$ cat config.mk
export PLATFORM = sky130hd
export DESIGN_NAME = wb_ctrl
export DESIGN_NICKNAME = d
export VERILOG_FILES = /design/src/rtl/wb_ctrl.sv
export SDC_FILE = /design/constraint.sdc
export NUM_CORES = 1
export LEC_CHECK = 0
export CAP_MARGIN = 30
export CELL_PAD_IN_SITES_DETAIL_PLACEMENT = 1
export CELL_PAD_IN_SITES_GLOBAL_PLACEMENT = 2
export CORE_MARGIN = 1
export CORE_UTILIZATION = 26
export DETAILED_ROUTE_END_ITERATION = 16
export GPL_TIMING_DRIVEN = 0
export MAX_ROUTING_LAYER = met4
export PLACE_DENSITY_LB_ADDON = 0.15
export SETUP_SLACK_MARGIN = 0.1
export SYNTH_ARGS = -nofsm -noshare
export SYNTH_HDL_FRONTEND = slang
export SYNTH_SLANG_ARGS = --single-unit
$ cat constraint.sdc
create_clock -name clk -period 1.7 [get_ports clk]
set_input_delay 0.34 -clock clk [delete_from_list [all_inputs] [get_ports clk]]
set_output_delay 0.34 -clock clk [all_outputs]
set_load 0.01 [all_outputs]
$ cat src/rtl/wb_ctrl.sv
// wb_ctrl: writeback source select, load wait with timeout, one rf write per retired pc
module wb_ctrl #(
  parameter int PW = 4,
  parameter int MEM_TMO = 8
) (
  input  logic          clk,
  input  logic          reset,
  input  logic          instr_valid,
  input  logic [11:0]   prog_ctr,
  input  logic [1:0]    wb_sel,
  input  logic [PW-1:0] dest,
  input  logic [7:0]    alu_res,
  input  logic [7:0]    imm,
  input  logic          mem_rd_valid,
  input  logic [7:0]    mem_rd_data,
  output logic          rf_wr_en,
  output logic [PW-1:0] rf_wr_addr,
  output logic [7:0]    rf_dat_in,
  output logic          stall,
  output logic          mem_err,
  output logic [15:0]   wb_count
);
  typedef enum logic {IDLE, WAIT_MEM} state_t;
  state_t state, nxt_state;
  logic [11:0] last_pc;
  logic [7:0] timer;
  logic [PW-1:0] dest_q;
  logic acc, tmo, wr, nxt_err;
  logic [PW-1:0] nxt_addr;
  logic [7:0] nxt_data;
  assign acc = state == IDLE && instr_valid && prog_ctr != last_pc;
  assign tmo = timer == 8'(MEM_TMO - 1);
  always_ff @(posedge clk) begin
    if (reset) begin
      state <= IDLE;
      last_pc <= 12'hFFF;
      timer <= '0;
      dest_q <= '0;
      rf_wr_en <= 1'b0;
      rf_wr_addr <= '0;
      rf_dat_in <= '0;
      stall <= 1'b0;
      mem_err <= 1'b0;
      wb_count <= '0;
    end else begin
      state <= nxt_state;
      if (acc) last_pc <= prog_ctr;
      if (acc && wb_sel == 2'b01) dest_q <= dest;
      timer <= state == IDLE ? '0 : timer + 8'd1;
      rf_wr_en <= wr;
      rf_wr_addr <= nxt_addr;
      rf_dat_in <= nxt_data;
      stall <= nxt_state == WAIT_MEM;
      mem_err <= nxt_err;
      if (wr) wb_count <= wb_count + 16'd1;
    end
  end
  always_comb begin
    nxt_state = state;
    if (state == IDLE) nxt_state = acc && wb_sel == 2'b01 ? WAIT_MEM : IDLE;
    else nxt_state = mem_rd_valid || tmo ? IDLE : WAIT_MEM;
  end
  always_comb begin
    wr = (acc && !wb_sel[0]) || (state == WAIT_MEM && mem_rd_valid);
    nxt_addr = !wr ? rf_wr_addr : state == WAIT_MEM ? dest_q : dest;
    nxt_data = !wr ? rf_dat_in : state == WAIT_MEM ? mem_rd_data : wb_sel[1] ? imm : alu_res;
    nxt_err = mem_err || (state == WAIT_MEM && !mem_rd_valid && tmo);
  end
endmodule

==> flow_summary.json <==
{
  "yosys_most_used_dff": "dfxtp_1",
  "routed_wl_um": 8522,
  "cts_hold_buf": 0,
  "max_freq_mhz": 541.7,
  "worst_setup_path_start_kind": "input port",
  "netlist_instances": 320,
  "routabilityCongestion": 0.7205,
  "placed_cells": 535,
  "io_pins": 77,
  "timing.final.ws_setup_ns": -0.1459,
  "n_antenna_cell": 0,
  "drtPass1Iterations": 4,
  "cts-htree-levels": 2,
  "async_reset_ff_frac": 0,
  "clkSinkCount": 55,
  "place_hpwl_um": 6142,
  "antenna_found_initial": 0,
  "ys_seq_area_frac": 0.3823,
  "clk_latency_ns": 0.31,
  "ys_warn_count": 0,
  "die_h_um": 107.3,
  "layout_min_cycle_time_ns": 1.846,
  "finalHoldViolCount": 0,
  "synth_top_area_share": 0.3823,
  "power_per_cell_area_nw_per_um2": 614.7,
  "grt_max_degree": 17,
  "hold_path_class": "input port to register",
  "stdcell_count": 560,
  "dieArea_um2": 11500,
  "slew_headroom": 0.5305,
  "grt_pass1_vias": 2734,
  "peakVddDrop_v": 0.0002998,
  "maxSlewViolCount": 0,
  "worstMarginPinSlew_ns": 0.7043,
  "p_leak_nw": 1.887,
  "start_util": 0.2669,
  "drv_cap": 0,
  "vias_per_cell": 4.784,
  "port_buffers": 75,
  "netlist_top_cells_area": "dfxtp_1 38%, nand2_1 4.6%, mux2i_1 4.2%",
  "core_region_area_um2": 10790,
  "fin_nets": 467,
  "setup_viol": 25,
  "grt_pass1_wl_um": 13660,
  "area_delta_synth_final_pct": 53.39,
  "vias": 2679,
  "cts_root_buf": "clkbuf_8",
  "drive_gt1_frac": 0.2905,
  "drc": 0,
  "numCtsBuffers": 5,
  "grt_usage": 0.1569,
  "finalSetupTns_ns": -1.454,
  "cts_buffer_depth": 2,
  "path_max_fanout": 10,
  "num_rows": 38,
  "drt_iter0_drc": 82,
  "status": "complete, but fails checks",
  "syn-cell-area_um2": 2880,
  "ant_nets": 0,
  "skew_ns": 0.007084,
  "path_clk_slew_ns": 0.10,
  "synth.avg_cell_area_um2": 9.001,
  "period_share": 1.086,
  "wl_per_cell_um": 15.22,
  "rsz0062_at_grt": "yes",
  "required_ns": 1.91,
  "ys_ff_latch": 55,
  "end_kind": "register",
  "cts_tree": "built",
  "die_x_um": 107.3,
  "synth.distinct_cells": 49,
  "path_class": "input port to register",
  "violations": "setup timing",
  "synth_edf_count": 0,
  "netlist.top_cell.by_area": "dfxtp_1",
  "grt-ovfl-total": 0,
  "syn-num-nets": 368,
  "arrival_ns": 2.05
}
## path summary, 6_finish.rpt
check,from,to,slack [ns],depth (start not counted)
setup / recovery,prog_ctr[1],wb_count[9],-0.15,7
hold / removal,prog_ctr[3],last_pc[3],0.44,3
setup reg to reg,last_pc[1],wb_count[9],-0.15,6
hold reg to reg,timer[0],timer[0],0.45,1
## stage by stage
stage | hold WS (ns) | util | instance area (um^2) | worst slack (ns) | total power, mW
4_1_cts | 0.4396 | 0.3927 | 4238 | -0.1408 | 2.734
3_3_place_gp | 0.4272 | 0.3676 | 3968 | -0.7386 | 1.948
3_5_place_dp | 0.4347 | 0.3676 | 3968 | -0.7413 | 1.959
5_1_grt | 0.4463 | 0.4093 | 4418 | -0.2073 | 2.868
2_1_floorplan | 0.4130 | - | 3042 | -0.06232 | 1.712
6_report | 0.4419 | 0.4093 | 4418 | -0.1459 | 2.716
## synthesized netlist by cell type (4+ instances only)
library cell	instances
dfxtp_1	55
nand2_1	35
nor2_1	25
nor2b_1	19
a21oi_1	16
clkbuf_1	14
nand3_1	14
o21ai_0	13
mux2i_1	12
nand3b_1	11
nor3_1	11
mux2_2	7
xnor2_1	7
xnor2_2	7
o21ai_1	6
and4_1	5
mux2_1	5
a221oi_1	4
and3_1	4
o2111ai_1	4
## logic make-up after synthesis
group | after synthesis | share of synthesized area
AO/OA/AOI/OAI | 56 | 0.1381
XOR/XNOR | 17 | 0.06994
adder cells (fa/ha/maj) | 2 | 0.008687
buffers and inverters | 22 | 0.03518
flip-flops | 55 | 0.3823
multiplexers | 24 | 0.08862
AND/OR/NAND/NOR | 144 | 0.2772
## repair_timing
action,CTS,global route
cloned,0,1
resized for setup,57,43
endpoints found under the setup margin,64,46
pin swaps,19,9
setup buffers,12,4
## state kept, by name, indices dropped and copies added (netlist names)
signal,count
dest_q,4
last_pc,12
mem_err,1
rf_dat_in,8
rf_wr_addr,4
rf_wr_en,1
state,1
timer,8
wb_count,16
## placed cells by master (no fill, tap or decap), types with 3 or more instances in the layout
cell	n
a21oi_1	14
a221oi_2	3
and3_1	3
buf_4	11
buf_6	10
clkbuf_1	8
clkbuf_2	4
clkbuf_8	7
clkdlybuf4s50_1	47
clkinv_2	3
dfxtp_1	30
dfxtp_2	23
dlygate4sd2_1	16
dlymetal6s2s_1	12
mux2_2	6
mux2_4	5
mux2i_1	12
nand2_1	34
nand2b_1	3
nand3_1	14
nand3b_1	11
nand4_4	3
nor2_1	25
nor2b_1	19
nor3_1	6
nor3_2	5
o2111ai_1	4
o21ai_0	12
o21ai_1	4
o21ai_2	5
xnor2_2	6
xnor2_4	6
xor2_1	3
## power by group
| part | switching (mW) | leakage (nW) | internal (mW) |
|---|---|---|---|
| sequential | 0.0476 | 0.456 | 1.34 |
| combinational | 0.269 | 1.38 | 0.322 |
| clock | 0.451 | 0.0477 | 0.284 |
## critical path: stages
cell	delay, ns
dlygate4sd2_1	0.30
xnor2_4	0.22
nand4_4	0.15
o31a_4	0.41
buf_8	0.15
o211ai_2	0.16
mux2_4	0.31
## area by class of cell
| type | instances | area, um^2 |
|---|---|---|
| buffer | 21 | 140.1 |
| clock buffer | 5 | 68.82 |
| clock inverter | 3 | 15.01 |
| fill | 1255 | 6375 |
| inverter | 1 | 3.754 |
| multi-input combinational | 243 | 1959 |
| sequential | 55 | 1137 |
| tap | 140 | 175.2 |
| timing repair buffer | 92 | 918.4 |
## routing by layer
layer,routed length [um],part of all wire,global-route usage,vias to the layer above
met5,0,0,-,-
met4,62,0.0073,0.03523,0
met3,370,0.043,0.02966,4
met2,4268,0.50,0.2724,48
met1,3820,0.45,0.1883,1294
li1,-,-,-,1333
Power figures use the tool's default switching activity.
